[config.mk]
export PLATFORM = sky130hd
export DESIGN_NAME = gcd_job_feeder
export DESIGN_NICKNAME = d
export VERILOG_FILES = /design/src/rtl/gcd_pkg.sv /design/src/rtl/gcd_req_fifo.sv /design/src/rtl/gcd_job_feeder.sv
export SDC_FILE = /design/constraint.sdc
export NUM_CORES = 1
export LEC_CHECK = 0
export ABC_CLOCK_PERIOD_IN_PS = 3260
export CELL_PAD_IN_SITES_DETAIL_PLACEMENT = 0
export CELL_PAD_IN_SITES_GLOBAL_PLACEMENT = 2
export CORE_MARGIN = 1.5
export CORE_UTILIZATION = 35
export DETAILED_ROUTE_END_ITERATION = 10
export PLACE_DENSITY = 0.77
export SKIP_LAST_GASP = 1
export SLEW_MARGIN = 40
export SYNTH_ARGS = -nofsm -noshare
export SYNTH_HDL_FRONTEND = slang
export SYNTH_HIERARCHICAL = 1
export SYNTH_SLANG_ARGS = --single-unit
[constraint.sdc]
create_clock -name clk -period 3.26 [get_ports clk]
set_input_delay 0.652 -clock clk [delete_from_list [all_inputs] [get_ports clk]]
set_output_delay 0.652 -clock clk [all_outputs]
set_load 0.02 [all_outputs]
[src/rtl/gcd_pkg.sv]
// gcd_pkg: shared types and defaults for the GCD job feeder.
package gcd_pkg;
    localparam int GCD_DATA_W = 32;
    typedef enum logic [1:0] {IDLE, LOAD, RUN, RESP} state_t;
    typedef struct packed {
        logic [GCD_DATA_W-1:0] x;
        logic [GCD_DATA_W-1:0] y;
    } pair_t;
endpackage

[src/rtl/gcd_req_fifo.sv]
// gcd_req_fifo: operand-pair FIFO, pointers carry an extra wrap bit for full/empty.
module gcd_req_fifo
    import gcd_pkg::*;
#(
    parameter int  DEPTH = 4,
    parameter type T     = pair_t
) (
    input  logic clk,
    input  logic rst,
    input  logic push_i,
    input  logic pop_i,
    input  T     wdata_i,
    output T     rdata_o,
    output logic full_o,
    output logic empty_o
);
    localparam int AW = $clog2(DEPTH);
    logic [AW:0] wr_q, rd_q;
    T            mem_q [DEPTH];
    always_ff @(posedge clk or posedge rst) begin
        if (rst) begin
            wr_q <= '0;
            rd_q <= '0;
        end else begin
            if (push_i) wr_q <= wr_q + 1'b1;
            if (pop_i) rd_q <= rd_q + 1'b1;
        end
    end
    always_ff @(posedge clk) begin
        if (push_i) mem_q[wr_q[AW-1:0]] <= wdata_i;
    end
    assign rdata_o = mem_q[rd_q[AW-1:0]];
    assign empty_o = wr_q == rd_q;
    assign full_o  = (wr_q[AW] != rd_q[AW]) && (wr_q[AW-1:0] == rd_q[AW-1:0]);
endmodule

[src/rtl/gcd_job_feeder.sv]
// gcd_job_feeder: queues operand pairs and runs them one at a time through the GCD core.
// Optional GCD_WATCHDOG_EN adds a RUN timeout reported on out_err.
module gcd_job_feeder
    import gcd_pkg::*;
#(
    parameter int DATA_W = GCD_DATA_W,
    parameter int DEPTH  = 4
`ifdef GCD_WATCHDOG_EN
    , parameter int TIMEOUT = 1024
`endif
) (
    input  logic              clk,
    input  logic              rst,
    input  logic              in_valid,
    output logic              in_ready,
    input  logic [DATA_W-1:0] in_x,
    input  logic [DATA_W-1:0] in_y,
    output logic              core_rst,
    output logic [DATA_W-1:0] core_x,
    output logic [DATA_W-1:0] core_y,
    input  logic              core_done,
    input  logic [DATA_W-1:0] core_result,
    output logic              out_valid,
    input  logic              out_ready,
    output logic [DATA_W-1:0] out_result
`ifdef GCD_WATCHDOG_EN
    , output logic            out_err
`endif
);
    typedef struct packed {
        logic [DATA_W-1:0] x;
        logic [DATA_W-1:0] y;
    } pair_w_t;
    state_t            state_q;
    logic              first_q, core_rst_q, out_valid_q;
    logic [DATA_W-1:0] core_x_q, core_y_q, out_result_q;
    logic              full, empty, push, pop;
    pair_w_t           head;
    assign in_ready = !rst && !full;
    assign push     = in_valid && in_ready;
    assign pop      = (state_q == IDLE) && !empty;
    gcd_req_fifo #(.DEPTH(DEPTH), .T(pair_w_t)) u_fifo (
        .clk     (clk),
        .rst     (rst),
        .push_i  (push),
        .pop_i   (pop),
        .wdata_i ('{x: in_x, y: in_y}),
        .rdata_o (head),
        .full_o  (full),
        .empty_o (empty)
    );
`ifdef GCD_WATCHDOG_EN
    localparam int CW = $clog2(TIMEOUT + 1);
    logic [CW-1:0] cnt_q;
    logic          err_q;
    assign out_err = err_q;
`endif
    always_ff @(posedge clk or posedge rst) begin
        if (rst) begin
            state_q      <= IDLE;
            first_q      <= 1'b0;
            core_rst_q   <= 1'b1;
            core_x_q     <= '0;
            core_y_q     <= '0;
            out_valid_q  <= 1'b0;
            out_result_q <= '0;
`ifdef GCD_WATCHDOG_EN
            cnt_q        <= '0;
            err_q        <= 1'b0;
`endif
        end else begin
            case (state_q)
                IDLE: if (!empty) begin
                    core_x_q <= head.x;
                    core_y_q <= head.y;
                    // a zero operand would hang the subtractive core; x|y is the answer
                    if (head.x == '0 || head.y == '0) begin
                        out_result_q <= head.x | head.y;
                        out_valid_q  <= 1'b1;
                        state_q      <= RESP;
                    end else begin
                        state_q <= LOAD;
                    end
                end
                LOAD: begin
                    core_rst_q <= 1'b0;
                    first_q    <= 1'b1;
                    state_q    <= RUN;
`ifdef GCD_WATCHDOG_EN
                    cnt_q      <= '0;
`endif
                end
                RUN: begin
                    first_q <= 1'b0;
`ifdef GCD_WATCHDOG_EN
                    cnt_q   <= (cnt_q == CW'(TIMEOUT)) ? cnt_q : cnt_q + 1'b1;
`endif
                    // done seen in the first RUN cycle may be left over from the previous job
                    if (core_done && !first_q) begin
                        out_result_q <= core_result;
                        out_valid_q  <= 1'b1;
                        state_q      <= RESP;
                    end
`ifdef GCD_WATCHDOG_EN
                    else if (cnt_q == CW'(TIMEOUT - 1)) begin
                        out_result_q <= '0;
                        out_valid_q  <= 1'b1;
                        err_q        <= 1'b1;
                        state_q      <= RESP;
                    end
`endif
                end
                RESP: if (out_ready) begin
                    out_valid_q <= 1'b0;
                    core_rst_q  <= 1'b1;
                    state_q     <= IDLE;
`ifdef GCD_WATCHDOG_EN
                    err_q       <= 1'b0;
`endif
                end
                default: state_q <= IDLE;
            endcase
        end
    end
    assign core_rst   = core_rst_q;
    assign core_x     = core_x_q;
    assign core_y     = core_y_q;
    assign out_valid  = out_valid_q;
    assign out_result = out_result_q;
endmodule

; After elaboration in Yosys (flattened, before gate mapping)
; Memories as Yosys holds them, arrays and structs flattened.
; Cells that the tools add are included.
[classes]
reduce_logical = 22
mux = 19
n_eq_ne = 10
add_sub_neg = 2
bitwise_logic = 2
[op_table]
columns = cell, count
row1 = 32-bit 2-to-1 mux, 3
row2 = 32-bit logical NOT, 2
row3 = 32-bit one-hot mux with 2 select lines, 1
row4 = 32-bit bitwise OR, 1
row5 = 2-bit 2-to-1 mux, 4
row6 = 2-bit one-hot mux with 4 select lines, 1
row7 = 1-bit 2-to-1 mux, 7
row8 = "3-bit by 1-bit adder with 3-bit output, second input constant", 2
row9 = "2-bit inequality test, second input constant", 3
row10 = 2-bit nonzero test, 3
row11 = 1-bit logical AND, 5
row12 = 5-bit AND reduction, 1
row13 = "2-bit equality test, second input constant", 2
row14 = 1-bit logical NOT, 4
row15 = 1-bit one-hot mux with 2 select lines, 2
row16 = 2-bit AND reduction, 2
row17 = 4-bit AND reduction, 1
row18 = 3-bit equality test, 1
row19 = 1-bit one-hot mux with 3 select lines, 1
row20 = 3-bit AND reduction, 1
row21 = 3-bit nonzero test, 1
row22 = "2-bit by 1-bit equality test with 1-bit output, second input constant", 1
row23 = 2-bit equality test, 1
row24 = 2-bit logical NOT, 1
row25 = other kinds (4), 4
[totals]
n_memories = 1
register_bits = 107
ramBits = 256
[mem_list]
columns = name, words, word_bits, rd, rd_clocked_by_memory_dff, write_ports, line_no
row1 = u_fifo.mem_q, 4, 64, 1, 0, 1, gcd_req_fifo.sv:19  ; T mem_q [DEPTH];

; Logic depth before layout (Yosys ltp)
; Gate-level depths: netlist of run 1.
[depth]
depth_word = 7
ltp_mapped = 9
ltp_nobuf = 6

; Hierarchy
; The synthesis of run 1 kept the hierarchy.
[modules_own_cells]
columns = mod, area_each_um2, cells_each, instances
row1 = gcd_req_fifo, 9576.7, 365, 1
row2 = gcd_job_feeder, 4573.1, 499, 1

; Worst setup path before layout of run 1
; Ideal clock, no wire load.
[synth_path]
path_kind = reg-to-reg
from = reg u_fifo.rd_q[0]
to = mem u_fifo/mem_q[3][0] (netlist bit), enable pin
path_stages_with_launch = 7
path_slack_ps = -268
setup_ps = 430
t_arrival_ps = 3098
period_less_slack_ps = 3528
required_time_ps = 2830
path_cell_list = dfrtp_1 -> buf_2 -> xor2_1 -> nor3_1 -> nor2_1 -> and2_1 -> and2_1
[synth_between]
elab_chain_len = 7
[synth_lines]
columns = element, line_no
row1 = start: declaration, gcd_req_fifo.sv:18  ; logic [AW:0] wr_q, rd_q;
row2 = start signal: assignment, gcd_req_fifo.sv:26  ; if (pop_i) rd_q <= rd_q + 1'b1;
row3 = 2-bit equality test, gcd_req_fifo.sv:34  ; assign full_o = (wr_q[AW] != rd_q[AW]) && (wr_q[AW-1:0] == rd_q[AW-1:0]);
row4 = 1-bit logical AND, gcd_req_fifo.sv:34
row5 = named net full, gcd_job_feeder.sv:37  ; logic full, empty, push, pop;
row6 = 1-bit logical NOT, gcd_job_feeder.sv:39  ; assign in_ready = !rst && !full;
row7 = 1-bit logical AND, gcd_job_feeder.sv:39
row8 = named net in_ready, gcd_job_feeder.sv:15  ; output logic in_ready,
row9 = 1-bit logical AND, gcd_job_feeder.sv:40  ; assign push = in_valid && in_ready;
row10 = named net push, gcd_job_feeder.sv:37
row11 = 1-bit 2-to-1 mux, gcd_req_fifo.sv:30  ; if (push_i) mem_q[wr_q[AW-1:0]] <= wdata_i;
row12 = 1-bit 2-to-1 mux (not written as such), gcd_req_fifo.sv:30
row13 = end: declaration, gcd_req_fifo.sv:19
; The timed path passes the listed nets, and every way through them passes these cells.

==> results of run 1 <==
==> layer usage <==
metal	GRT usage [%]	routed length [um]	vias up
met1	23.5	15000	4115
li1	-	-	3644
met3	2.84	2060	46
met4	4.46	735	2
met5	0	11	-
met2	27.8	17100	255
==> sequential cells by signal, indices dropped and copies added (netlist names) <==
register,flops
core_x,32
first_q,1
core_y,32
state_q,2
out_result,32
u_fifo/rd_q,3
core_rst,1
out_valid,1
u_fifo/mem_q,256
u_fifo/wr_q,3
==> final timing paths <==
path | slack (ns) | endpoint
worst max-delay path | 0.15 | out_result[23]
max in group asynchronous | 2.14 | out_result[5]
min in group asynchronous | 0.51 | u_fifo/wr_q[2]
worst min-delay path | 0.47 | core_y[6]
worst min register to register | 0.47 | core_y[6]
worst max register to register | 0.15 | out_result[23]
==> stage by stage <==
| stage | std cells | utilization (%) | total power [mW] | hold WS [ns] |
|---|---|---|---|---|
| after detailed placement | 1581 | 42.7 | 14.2 | 0.461 |
| after floorplan | 864 | - | 11.2 | 0.443 |
| after global routing | 1657 | 46.0 | 19.4 | 0.500 |
| final | 1657 | 46.0 | 18.4 | 0.472 |
| after CTS | 1655 | 45.9 | 18.6 | 0.475 |
| after global placement | 1581 | 42.7 | 14.1 | 0.459 |
==> cell usage in the layout, fill, tap and decap left out, drive strengths merged, types with 2 or more instances in the layout <==
master	synthesis	final
a21oi	3	3
and2	5	5
buf	20	32
bufinv	0	2
clkbuf	18	62
clkdlybuf4s50	0	199
clkinv	0	7
clkinvlp	0	3
dfrtp	106	106
edfxtp	256	256
ha	9	9
inv	11	11
mux2	33	33
mux2i	2	2
mux4	64	64
nand2	226	226
nand2b	2	2
nand4	4	4
nor2	40	40
nor4	16	16
o21ai	36	36
xnor2	2	2
xor2	5	5
==> logic make-up after synthesis <==
logic type               after synthesis  synth area share, %
AO/OA/AOI/OAI                         42                 1.59
XOR/XNOR                               7                0.433
adder cells (fa/ha/maj)                9                0.796
buffers and inverters                 49                 1.81
flip-flops                           363                 73.3
multiplexers                          99                 13.8
AND/OR/NAND/NOR                      295                 8.36
==> final cells by class <==
cell class                 count  area [um2]
sequential                   363       10400
clock inverter                12         121
clock buffer                  62        1170
inverter                      11        46.3
fill                        3501       21500
multi-input combinational    452        3550
timing repair buffer         231        2390
antenna                        1        2.50
tap                          525         657
==> power by group through the flow <==
stage | registers, mW | logic (mW) | clock network (mW)
after floorplan | 7.24 | 3.94 | 0
after global placement | 6.72 | 7.38 | 0
after detailed placement | 6.73 | 7.45 | 0
after CTS | 6.65 | 7.47 | 4.47
after global routing | 6.73 | 8.00 | 4.67
final | 6.63 | 7.39 | 4.38
==> worst register-to-register path: cells and delay by family, from the launching register on <==
family                 cells  cell delay (ns)
DFF                        1             0.61
muxes                      2             0.71
and+or+nand+nor            2             0.79
buffers and inverters      2             0.51
AOI/OAI and AO/OA          2             0.37
==> out/qor.csv, run 1 <==
metric,value,unit
status,"complete, no violations",
dp_worst_setup_slack,0.143,ns
fmax,322,MHz
num-nets-final,1209,
fin_ws,0.152,ns
p_switching,6.32,mW
clk_pin_slew,0.06,ns
die_h,204,um
setup_violations,0,
synthesis.nets,974,
ff2ff_path_depth,8,
synth_most_common_cell,edfxtp_1,
async_reset_ff_share,29.5,%
arrival,3.51,ns
drt_iter0_drc,591,
cp_max_fo,18,
wirelength,34.9,mm
gp_congestion,0.734,
overflow,0,
postCtsSetupRepairBufs,0,
wl_per_cell,21.1,um
pwr-share-clk,23.8,%
synth_top_area_share,54.3,%
grt_pass1_vias,8460,
p_comb_share,40.1,%
io_pins,200,
critical_path_required,3.66,ns
netlist_top_cells_area,"edfxtp_1, dfrtp_1, mux4_2, nand2_1, mux2_4",
crit_type,reg2reg,
clock-root-buffer,clkbuf_16,
clk_latency,0.53,ns
cts-buffers-inserted,40,
fin_crit_sh,95.3,%
synth_top_area_cell,edfxtp_1,
design.core.area,0.0398,mm2
yosys_warnings,6,
cts_hold_buffers,0,
hpwl,24.0,mm
vias,8062,
cp-startpoint,u_fifo/rd_q[1],
synth_seq_cells,363,
drv_slew,0,
std_cell_rows,73,
finClkSkew,0.0201,ns
h-tree-depth,2,
start_kind,register,
synth_edf_count,256,
critical_path.top_delay_family,simple AND/OR/NAND/NOR gates,
start_util,35.5,%
ys_types,31,
hold_viol,0,
p_leak,6.80,nW
netlist_area,0.0141,mm2
cts-resized-gates,0,
grt.total_usage,17.0,%
dr.pass1.iters,5,
relSlewSlack,54.9,%
path_cells,"buf_4, mux4_2, nor4_1, nand4_1, o21ai_2, o21ai_4, buf_4, mux2_4",
end_kind,register,
netlist_instances,864,
slowest_delay,0.61,ns
p_per_area,1000,mW/mm2
drive_above_1_share,17.7,%
ir_drop,0.515,mV
crit_buf_inv,2,
rsz0062_at_grt,no,
die_x,204,um
synth_common_cells,"edfxtp_1, nand2_1, dfrtp_1",
ys_seq_area_share,73.3,%
hold_path_depth,2,
antenna_found_initial,2,
min_path_type,reg2reg,
fin_area,0.0183,mm2
fin_setup_tns,0,ns
path_depth,8,
fin_crit,3.11,ns
path_common_cell,buf_4,
tightest_slew,0.675,ns
rr_startpoint,u_fifo/rd_q[1],
dieArea,0.0416,mm2
syn2layout_area_growth,29.4,%
p_sw_share,34.3,%
power.share.sequential,36.0,%
synth-main-ff-cell,edfxtp_1,
cts.sinks,363,
cts_tree,yes,
viasPerCell,4.87,
portBuffers,199,
cap_violations,0,
dpl_cell_area,0.0170,mm2
clockBufferDepth,3,
grt_pass1_wl,52.5,mm
p_int,12.1,mW
synth.avg_cell_area,16.4,um2
drc,0,
slowest_stage,dfrtp_4,
grt_max_degree,65,
antenna_left,0,
hp-start,core_y[6],
No activity file was read; power rests on OpenSTA's default activity.
==> run 2: changes to the inputs <==
--- a/config.mk
+++ b/config.mk
@@ -8,12 +8,13 @@
 export ABC_CLOCK_PERIOD_IN_PS = 3260
 export CELL_PAD_IN_SITES_DETAIL_PLACEMENT = 0
 export CELL_PAD_IN_SITES_GLOBAL_PLACEMENT = 2
-export CORE_MARGIN = 1.5
+export CORE_MARGIN = 5
 export CORE_UTILIZATION = 35
+export CTS_CLUSTER_DIAMETER = 60
 export DETAILED_ROUTE_END_ITERATION = 10
 export PLACE_DENSITY = 0.77
 export SKIP_LAST_GASP = 1
-export SLEW_MARGIN = 40
+export SLEW_MARGIN = 10
 export SYNTH_ARGS = -nofsm -noshare
 export SYNTH_HDL_FRONTEND = slang
 export SYNTH_HIERARCHICAL = 1
==> run 2 against run 1 <==
Routed wire length is 2.2% higher. Sequential power about the same. Critical path depth unchanged. Sequential cell count stayed put. Register-to-register slack hardly changed. Largest cell class unchanged.
==> out/qor.csv, run 2 (synthesized netlist as in run 1, its figures left out) <==
metric,value,unit,change
slowest_stage,dfrtp_4,,unchanged
antenna_found_initial,3,,was 2
ff2ff_path_depth,8,,unchanged
r2r-end,out_result[16],,was out_result[23]
clockBufferDepth,3,,unchanged
largest_register_ffs,256,,unchanged
cts-buffers-inserted,41,,was 40
cts.sinks,363,,unchanged
p_per_area,1010,mW/mm2,was 1000 mW/mm2
vias,8049,,was 8062
drt_iter0_drc,452,,was 591
h-tree-depth,2,,unchanged
drc,0,,unchanged
layout_commonest_cell,edfxtp_1,,unchanged
p_int,12.1,mW,about the same
dp_worst_setup_slack,-0.0498,ns,was 0.143 ns
whs_endpoint,core_y[12],,was core_y[6]
p_comb_share,40.4,%,was 40.1%
whs,0.473,ns,was 0.472 ns
die_x,211,um,was 204 um
std_cell_rows,73,,unchanged
portBuffers,199,,unchanged
cts_tree,yes,,unchanged
tightest_slew,1.01,ns,was 0.675 ns
pwr-share-clk,23.8,%,about the same
slowest_delay,0.58,ns,was 0.61 ns
design.core.area,0.0398,mm2,unchanged
cap_violations,0,,unchanged
p_sw_share,34.6,%,was 34.3%
hold_path_depth,2,,unchanged
grt_pass1_vias,8479,,was 8460
syn2layout_area_growth,29.7,%,was 29.4%
grt.total_usage,15.9,%,was 17.0%
min_path_type,reg2reg,,unchanged
rsz0062_at_grt,no,,unchanged
grt_pass1_wl,53.9,mm,was 52.5 mm
gp_congestion,0.739,,was 0.734
critical_path_required,3.67,ns,was 3.66 ns
overflow,0,,unchanged
antenna_left,0,,unchanged
hold_viol,0,,unchanged
viasPerCell,4.85,,was 4.87
fmax,323,MHz,was 322 MHz
fin_crit,3.10,ns,was 3.11 ns
finClkSkew,0.0156,ns,was 0.0201 ns
power.total,18.5,mW,was 18.4 mW
p_leak,6.82,nW,was 6.80 nW
relSlewSlack,32.6,%,was 54.9%
setup_violations,0,,unchanged
power.share.sequential,35.8,%,was 36.0%
path_cells,"buf_12, mux4_2, nor4_1, nand4_1, o21ai_2, o21ai_4, buf_4, mux2_4",,"was buf_4, mux4_2, nor4_1, nand4_1, o21ai_2, o21ai_4, buf_4, mux2_4"
hpwl,24.5,mm,was 24.0 mm
wl_per_cell,21.5,um,was 21.1 um
cts_hold_buffers,0,,unchanged
fin_crit_sh,95.0,%,was 95.3%
rr_startpoint,u_fifo/rd_q[0],,was u_fifo/rd_q[1]
clock-root-buffer,clkbuf_16,,unchanged
start_kind,register,,unchanged
drv_slew,0,,unchanged
fin_ws,0.162,ns,was 0.152 ns
crit_type,reg2reg,,unchanged
num-nets-final,1209,,unchanged
final_cell_mix,"edfxtp_1, nand2_1, clkdlybuf4s50_1",,unchanged
io_pins,200,,unchanged
r2r_setup_slack,0.16,ns,was 0.15 ns
hp-start,core_y[12],,was core_y[6]
grt_max_degree,65,,unchanged
arrival,3.50,ns,was 3.51 ns
clk_latency,0.53,ns,about the same
clk_pin_slew,0.06,ns,about the same
drive_above_1_share,18.1,%,was 17.7%
cp_max_fo,20,,was 18
cts-resized-gates,1,,was 0
status,"complete, no violations",,unchanged
ir_drop,0.625,mV,was 0.515 mV
start_util,35.5,%,unchanged
die_h,211,um,was 204 um
end_kind,register,,unchanged
p_switching,6.39,mW,was 6.32 mW
wirelength,35.7,mm,was 34.9 mm
dieArea,0.0445,mm2,was 0.0416 mm2
postCtsSetupRepairBufs,0,,unchanged
dr.pass1.iters,5,,unchanged
## run 2: power groups by stage
stage | Sequential (mW) | Clock (mW) | Combinational [mW]
final | 6.61 | 4.40 | 7.48
after global placement | 6.69 | 0 | 7.56
after global routing | 6.72 | 4.73 | 8.11
after detailed placement | 6.71 | 0 | 7.60
after floorplan | 7.24 | 0 | 3.94
after CTS | 6.63 | 4.51 | 7.63
## run 2: worst max-delay path, delay by kind of cell (launching register included)
kind / cells / cell delay [ns]
DFF: 1 / 0.58
buffers and inverters: 2 / 0.44
and+or+nand+nor: 2 / 0.71
muxes: 2 / 0.85
AOI/OAI and AO/OA: 2 / 0.38
## run 2: worst max path at each step
stage / start / end / slack (ns) / cells past startpoint
after floorplan: u_fifo/rd_q[0] / u_fifo/mem_q[3][0] / 0.43 / 6
after global placement: u_fifo/rd_q[0] / out_result[16] / -0.1 / 9
after detailed placement: u_fifo/rd_q[0] / out_result[16] / -0.05 / 9
after CTS: u_fifo/rd_q[0] / out_result[16] / 0.04 / 10
after global routing: u_fifo/rd_q[0] / out_result[16] / 0.01 / 10
final: u_fifo/rd_q[0] / out_result[16] / 0.16 / 8
## run 2: through the flow
stage          setup TNS (ns)  area (um2)  utilization (%)  std cells
6_report                    0       18400             46.1       1659
3_3_place_gp            -2.59       17000             42.7       1581
4_1_cts                     0       18300             46.0       1657
2_1_floorplan               0       14200                -        864
3_5_place_dp           -0.928       17000             42.7       1581
5_1_grt                     0       18300             46.1       1657
## run 2: final cells by class
cell class                      count  area (um2)
Fill cell                        3531       21500
Sequential cell                   363       10400
Multi-Input combinational cell    452        3580
Timing Repair Buffer              230        2390
Clock buffer                       63        1190
Tap cell                          525         657
Clock inverter                     13         115
Inverter                           11        45.0
Antenna cell                        2        5.00
## run 2: layer usage
metal	track usage (%)	up-vias	wire length [um]
li1	-	3661	-
met1	22.2	4147	15700
met2	26.5	192	17700
met3	2.81	45	1790
met4	3.24	4	554
met5	0	-	25
==> run 3: changes to the inputs <==
--- a/config.mk
+++ b/config.mk
@@ -10,8 +10,10 @@
 export CELL_PAD_IN_SITES_GLOBAL_PLACEMENT = 2
 export CORE_MARGIN = 5
 export CORE_UTILIZATION = 35
+export CTS_BUF_LIST = sky130_fd_sc_hd__clkbuf_8 sky130_fd_sc_hd__clkbuf_16
 export CTS_CLUSTER_DIAMETER = 60
 export DETAILED_ROUTE_END_ITERATION = 10
+export MAX_ROUTING_LAYER = met4
 export PLACE_DENSITY = 0.77
 export SKIP_LAST_GASP = 1
 export SLEW_MARGIN = 10
==> run 3 against run 2 <==
Sequential share of layout area barely moved. Final cell count barely moved. Critical path depth did not move. Sequential cell count did not move. Routed wire length fell by 0.24%. Maximum frequency barely moved. Clock power fell by 0.9%. Clock-buffer cell count fell by 14. Total power fell by 0.20%.
==> out/qor.csv, run 3 (synthesized netlist as in run 1, its figures left out) <==
metric,value,unit,change
wirelength,35.6,mm,was 35.7 mm
hold_viol,0,,unchanged
postCtsSetupRepairBufs,0,,unchanged
r2r-end,out_result[16],,unchanged
antenna_found_initial,3,,unchanged
io_pins,200,,unchanged
syn2layout_area_growth,29.7,%,about the same
dpl_cell_area,0.0170,mm2,unchanged
p_per_area,1010,mW/mm2,about the same
slowest_delay,0.58,ns,about the same
clk_latency,0.53,ns,about the same
vias,7992,,was 8049
end_kind,register,,unchanged
wl_per_cell,21.5,um,about the same
r2r_setup_slack,0.17,ns,was 0.16 ns
h-tree-depth,2,,unchanged
finClkSkew,0.0156,ns,about the same
path_cells,"buf_12, mux4_2, nor4_1, nand4_1, o21ai_2, o21ai_4, buf_4, mux2_4",,unchanged
largest_register_ffs,256,,unchanged
clk_pin_slew,0.06,ns,about the same
fmax,323,MHz,about the same
portBuffers,199,,unchanged
die_h,211,um,unchanged
drive_above_1_share,18.1,%,unchanged
dp_worst_setup_slack,-0.0498,ns,unchanged
cts_hold_buffers,0,,unchanged
dr.pass1.iters,5,,unchanged
dpl.cell_count,1581,,unchanged
fin_cells,1660,,was 1659
path_depth,8,,unchanged
cap_violations,0,,unchanged
start_kind,register,,unchanged
ff2ff_path_depth,8,,unchanged
clock-root-buffer,clkbuf_16,,unchanged
nFillCells,3532,,was 3531
cts.sinks,363,,unchanged
tightest_slew,0.988,ns,was 1.01 ns
cts_tree,yes,,unchanged
relSlewSlack,34.1,%,was 32.6%
p_leak,6.88,nW,was 6.82 nW
fin_crit_sh,94.9,%,was 95.0%
cts-buffers-inserted,41,,unchanged
drv_slew,0,,unchanged
dieArea,0.0445,mm2,unchanged
fin_ws,0.165,ns,was 0.162 ns
multi_input_area,0.00358,mm2,unchanged
rr_startpoint,u_fifo/rd_q[0],,unchanged
crit_buf_inv,2,,unchanged
min_path_type,reg2reg,,unchanged
overflow,0,,unchanged
critical_path_required,3.67,ns,about the same
critical_path.top_delay_family,multiplexers,,unchanged
die_x,211,um,unchanged
std_cell_rows,73,,unchanged
fin_area,0.0184,mm2,about the same
fin_crit,3.09,ns,was 3.10 ns
crit_type,reg2reg,,unchanged
cp_max_fo,20,,unchanged
grt_max_degree,65,,unchanged
start_util,35.5,%,unchanged
grt_pass1_vias,8465,,was 8479
ir_drop,0.619,mV,was 0.625 mV
rsz0062_at_grt,no,,unchanged
design.core.area,0.0398,mm2,unchanged
drt_iter0_drc,469,,was 452
hpwl,24.5,mm,unchanged
arrival,3.50,ns,about the same
antenna_left,0,,unchanged
cp-startpoint,u_fifo/rd_q[0],,unchanged
grt.total_usage,16.4,%,was 15.9%
slowest_stage,dfrtp_4,,unchanged
num-nets-final,1209,,unchanged
viasPerCell,4.81,,was 4.85
register_area,0.0104,mm2,unchanged
cp-endpoint,out_result[16],,unchanged
fin_setup_tns,0,ns,unchanged
status,"complete, no violations",,unchanged
clockBufferDepth,3,,unchanged
layout_commonest_cell,edfxtp_1,,unchanged
setup_violations,0,,unchanged
grt_pass1_wl,54.0,mm,was 53.9 mm
final_cell_mix,"edfxtp_1, nand2_1, clkdlybuf4s50_1",,unchanged
gp_congestion,0.748,,was 0.739
power.total,18.4,mW,was 18.5 mW
drc,0,,unchanged
==> run 3: cell types whose count changed in the layout (fill, tap and decap cells not counted), sizes merged <==
cell / delta
clkbuf: -14
inv: +14
diode: +1
==> run 3: final cells by class <==
cell class,count,share of cell area (%)
flip-flops and latches,363,56.5
multi-input cells,452,19.5
repair buffers,230,13.0
clock buffers,49,6.19
well taps,525,3.58
clock inverters,27,0.913
inverters,11,0.245
diodes,3,0.0409
==> run 3: through the flow <==
step                      hold slack (ns)  util (%)
after CTS                           0.466      46.0
after floorplan                     0.443         -
after global routing                0.489      46.1
after global placement              0.462      42.7
after detailed placement            0.464      42.7
final                               0.473      46.1
==> run 3: how the worst min path moves through the flow <==
stage	from	end	slack, ns	depth (start not counted)
finish	core_y[12]	core_y[12]	0.47	2
CTS	rst	core_y[14]	0.47	2
detailed placement	core_x[0]	core_x[0]	0.46	2
floorplan	rst	u_fifo/rd_q[0]	0.44	1
global placement	core_y[12]	core_y[12]	0.46	2
global route	rst	core_y[14]	0.49	2
==> run 3: where the power goes <==
part / total (mW) / internal (mW) / switching [mW]
clock network: 4.36 / 2.57 / 1.80
logic: 7.48 / 3.42 / 4.06
registers: 6.61 / 6.06 / 0.547
==> run 3: what timing repair did <==
item                       in CTS  in global routing
setup endpoints to repair      31                 32
resized for setup               1                  3
pin swaps                       0                  0
==> run 3: tightest hold or removal path, cell delays in order (launching register included) <==
cell and delay, ns:
dfrtp_1 0.34, nand2_1 0.05, nand2_1 0.05
==> run 3: layer usage <==
layer	vias to the layer above	share of wire, %	GRT usage, %	wire, um
met4	0	1.5	3.24	541
met2	180	50	26.6	17700
met5	-	0	-	0
li1	3665	-	-	-
met1	4106	45	22.3	15900
met3	41	4.2	2.57	1510
==> RTL edit 1, RTL diff (settings of run 2) <==
`DEPTH` is set to 4 in 2 places; all go to 8.
--- a/src/rtl/gcd_req_fifo.sv
+++ b/src/rtl/gcd_req_fifo.sv
@@ -2,7 +2,7 @@
 module gcd_req_fifo
     import gcd_pkg::*;
 #(
-    parameter int  DEPTH = 4,
+    parameter int  DEPTH = 8,
     parameter type T     = pair_t
 ) (
     input  logic clk,
--- a/src/rtl/gcd_job_feeder.sv
+++ b/src/rtl/gcd_job_feeder.sv
@@ -4,7 +4,7 @@
     import gcd_pkg::*;
 #(
     parameter int DATA_W = GCD_DATA_W,
-    parameter int DEPTH  = 4
+    parameter int DEPTH  = 8
 `ifdef GCD_WATCHDOG_EN
     , parameter int TIMEOUT = 1024
 `endif
Function: changed (a bounded check fails within 10 cycles, from zero or initial values and one cycle with rst high).
==> RTL edit 1 against run 2 <==
Final cell count grew 57%. Sequential cell count grew 258. Routed wire length grew 83%. Core utilization shrank 0.81 points. Total power grew 68%. Setup slack lost 0.25 ns. Largest cell class unchanged. Largest power group unchanged. Area after synthesis grew 71%. Count of clock-buffer cells in the layout grew 19. The flow now finishes with violations (negative setup slack). First-iteration DRC count grew 140%. Cell area grew 69%. Critical path depth grew 3.
==> RTL edit 1: results (changes against run 2) <==
[run_status]
run_status = complete, but fails checks  ; was finished, final reports clean
violated_checks = negative setup slack

[worst_setup_path]
critPathArrivalTime_ns = 3.82  ; was 3.50 ns
slowest_cell_on_the_critical_path = mux4_2  ; was dfrtp_4
slowest_delay_ns = 0.50  ; was 0.58 ns
timing.critical_path.fanout_max = 9  ; was 20
ff2ff_setup_slack_ns = -0.09  ; was 0.16 ns

[place]
place.detailed.hpwl_um = 42510  ; was 24480 µm
gpl.final_weighted_congestion = 0.7841  ; was 0.7388
place_inst = 2469  ; was 1581

[final_layout]
final-clk-cell-share = 0.06781  ; was 0.07104
nonClockBufferCount = 338  ; was 230
multi_input_area_share = 0.1934  ; was 0.1951
layout_nets = 1734  ; was 1209
ff_latch_area_um2 = 18110  ; was 10370 µm²
layout.clock_buffers = 82  ; was 63
multi_input_logic_area_um2 = 6006  ; was 3580 µm²
num-fill-cells = 5863  ; was 3531

[timing]
setup_viol = 32  ; was 0
postLayoutSetupSlackWorst_ns = -0.08736  ; was 0.1623 ns
whs_ns = 0.4484  ; was 0.4734 ns

[clocking]
cts_inserted_buffers = 66  ; was 41

[route]
detailedRoute.firstIterationViolations = 1074  ; was 452
via_per_inst = 4.985  ; was 4.852

[power]
power.static_leakage_nw = 10.89  ; was 6.821 nW
vdd_drop_max_mv = 0.4574  ; was 0.6250 mV

[synth]
syn_nets = 1391  ; was 974

[hold_path]
worst_min_delay_path_category = input pin to asynchronous set/reset pin  ; was flip-flop to flip-flop

## RTL edit 1: path summary, 6_finish.rpt
kind	from	end	cells past startpoint
min	rst	u_fifo/rd_q[2]$_DFFE_PP0P_	2
min in group clk	core_x[10]$_DFFE_PP0P_	core_x[10]$_DFFE_PP0P_	2
max reg2reg	u_fifo/rd_q[0]$_DFFE_PP0P_	out_result[8]$_DFFE_PP0P_	11
max	u_fifo/rd_q[0]$_DFFE_PP0P_	out_result[8]$_DFFE_PP0P_	11
min reg2reg	core_x[10]$_DFFE_PP0P_	core_x[10]$_DFFE_PP0P_	2
max in group asynchronous	rst	core_y[23]$_DFFE_PP0P_	3
## RTL edit 1: cells by family (layout without fill, tap and decap cells)
family                     Yosys count  after routing  share of synthesized area
DFF                                621            621                     0.7474
and+or+nand+nor                    305            305                    0.05067
muxes                              228            228                     0.1700
buffers and inverters               73            465                    0.01612
AOI/OAI and AO/OA                   41             41                   0.009091
xor gates and xnor gates            10             10                   0.003616
adders and majority gates            6              6                   0.003099
other                                0              2                          0
## RTL edit 1: per-layer routing
layer	track usage	up-vias	routed length (µm)	part of all wire
li1	-	5664	-	-
met1	0.2390	6776	27650	0.42
met2	0.2715	479	30980	0.47
met3	0.04460	78	5358	0.082
met4	0.04779	10	1496	0.023
met5	0	-	59	0.00090
## RTL edit 1: power by group
group | total (mW) | leakage [nW] | switching (mW) | internal, mW
registers | 10.5 | 5.92 | 0.632 | 9.87
logic | 13.3 | 3.95 | 6.99 | 6.33
clock network | 7.31 | 1.03 | 3.04 | 4.27
total | 31.1 | 10.9 | 10.7 | 20.5
## RTL edit 1: what timing repair did
item                       in CTS  in global routing
setup endpoints to repair      34                 33
hold buffers                    0                  0
setup buffers                   6                  9
cloned                          3                  4
resized for setup              20                 28
pin swaps                       4                  9
==> RTL edit 2, RTL diff (flow settings as in run 2) <==
Without the edit above. Encoding of `state_t`: now Gray code (2 bits for 4 states).
--- a/src/rtl/gcd_pkg.sv
+++ b/src/rtl/gcd_pkg.sv
@@ -1,7 +1,7 @@
 // gcd_pkg: shared types and defaults for the GCD job feeder.
 package gcd_pkg;
     localparam int GCD_DATA_W = 32;
-    typedef enum logic [1:0] {IDLE, LOAD, RUN, RESP} state_t;
+    typedef enum logic [1:0] {IDLE = 2'b00, LOAD = 2'b01, RUN = 2'b11, RESP = 2'b10} state_t;
     typedef struct packed {
         logic [GCD_DATA_W-1:0] x;
         logic [GCD_DATA_W-1:0] y;
Function: same outputs for any inputs over 4 cycles, from zero or initial values and one cycle with rst high; so few cycles prove little.
==> RTL edit 2 against run 2 <==
Cell area grew 1.0%. Routed wire length fell by 2.1%. Sequential cell count is the same. Synthesized cell count is 16% lower. Hold slack improved by 0.016 ns. Total power decreased by 1.4%. Setup slack improved by 0.011 ns. Die area fell by 0.28%. Area after synthesis decreased by 0.30%. Final cell count is 7.3% lower. Critical path type unchanged. Largest power group unchanged.
==> RTL edit 2: results (changes against run 2) <==
[synth]
synth-seq-area-share = 0.7348  ; was 0.7326
syn_nets = 836  ; was 974
asyncSetResetFlopFracSynth = 0.2948  ; unchanged
synth_top_cells_by_count = edfxtp_1, dfrtp_1, mux2_2  ; was edfxtp_1, nand2_1, dfrtp_1
synth_edf_count = 256  ; unchanged
yosys_warnings = 6  ; unchanged
netlist_instances = 730  ; was 864
yosys-top-cells-area = edfxtp_1, dfrtp_1, mux4_2  ; unchanged
ys_types = 36  ; was 31

[route]
detailedRoute.firstPassIterationCount = 4  ; was 5
detailedRoute.firstIterationViolations = 409  ; was 452
avgRoutedWirePerCell_um = 22.75  ; was 21.54 µm
via_per_inst = 4.922  ; was 4.852

[worst_setup_path]
slowest_delay_ns = 0.56  ; was 0.58 ns
worstRegToRegCells = 10  ; was 8
slowest_cell_on_the_critical_path = mux4_2  ; was dfrtp_4
crit_end = out_result[4]$_DFFE_PP0P_  ; was out_result[16]$_DFFE_PP0P_
timing.critical_path.fanout_max = 23  ; was 20
critPathArrivalTime_ns = 3.48  ; was 3.50 ns
setup.worst_path.start = u_fifo/rd_q[0]$_DFFE_PP0P_  ; unchanged

[global_routing]
groute.usage.overall = 0.1551  ; was 0.1591
grt_remaining_overflow = 0  ; unchanged
first_global_vias = 8009  ; was 8479
grt_pass1_wl_um = 52410  ; was 53920 µm
antenna_found_initial = 4  ; was 3
grt_max_degree = 72  ; was 65

[power]
vdd_drop_max_mv = 0.4661  ; was 0.6250 mV
p_total_mw = 18.23  ; was 18.48 mW
clk-power_mw = 4.65  ; was 4.40 mW
cellInternalPower_mw = 12.35  ; was 12.09 mW
share_comb_of_total_power = 0.380  ; was 0.404
power.static_leakage_nw = 6.496  ; was 6.821 nW

[die]
die_w_um = 210.8  ; was 211.1 µm

[hold_path]
hold_path_end = u_fifo/wr_q[2]$_DFFE_PP0P_  ; was core_y[12]$_DFFE_PP0P_
worst_hold_path.num_cells = 1  ; was 2
hp_start = u_fifo/wr_q[2]$_DFFE_PP0P_  ; was core_y[12]$_DFFE_PP0P_

[timing]
fin_clk_skew_ns = 0.02548  ; was 0.01556 ns
max_slew.worst_pin.slew_ns = 0.6306  ; was 1.010 ns
whs_ns = 0.4892  ; was 0.4734 ns
layout_worst_path_cycle_share = 0.9469  ; was 0.9502

[final_layout]
layout-drive-gt1-share = 0.2853  ; was 0.1811
layout_nets = 1087  ; was 1209
max_reg_flops = 256  ; unchanged
layoutNonFillerInstCount = 1538  ; was 1659
diodes = 0  ; was 2
num-fill-cells = 3464  ; was 3531

[place]
place_ws_ns = -0.03659  ; was -0.04982 ns
dpl-instance-area_um2 = 17080  ; was 17020 µm²
gpl.final_weighted_congestion = 0.7717  ; was 0.7388
place.detailed.hpwl_um = 24290  ; was 24480 µm

[clocking]
htree_levels = 2  ; unchanged
cts_inserted_buffers = 40  ; was 41
postcts_resize_cnt = 2  ; was 1

[run_status]
run_status = finished, final reports clean  ; unchanged

RTL edit 2: kinds of logic (layout without fill, tap and decap cells):
logic type	count (synthesis)	count (layout)	synth area share
flip-flops	363	363	0.7348
multiplexers	157	157	0.1816
AND/OR/NAND/NOR	110	110	0.03716
AO/OA/AOI/OAI	50	50	0.02226
buffers and inverters	38	321	0.01534
XOR/XNOR	7	7	0.004346
adder cells (fa/ha/maj)	5	5	0.004435
RTL edit 2: routing by layer:
layer / global-route usage / up-vias / wire, µm
li1: - / 3379 / -
met5: 0 / - / 61
met1: 0.2184 / 3945 / 15440
met3: 0.03535 / 52 / 1785
met4: 0.03264 / 8 / 641
met2: 0.2501 / 186 / 17060
RTL edit 2: final cells by class:
cell class | count | area share
clock buffers | 53 | 0.06109
inverters | 6 | 0.001417
repair buffers | 241 | 0.1368
multi-input cells | 329 | 0.1919
clock inverters | 21 | 0.01370
well taps | 525 | 0.03544
flip-flops and latches | 363 | 0.5596
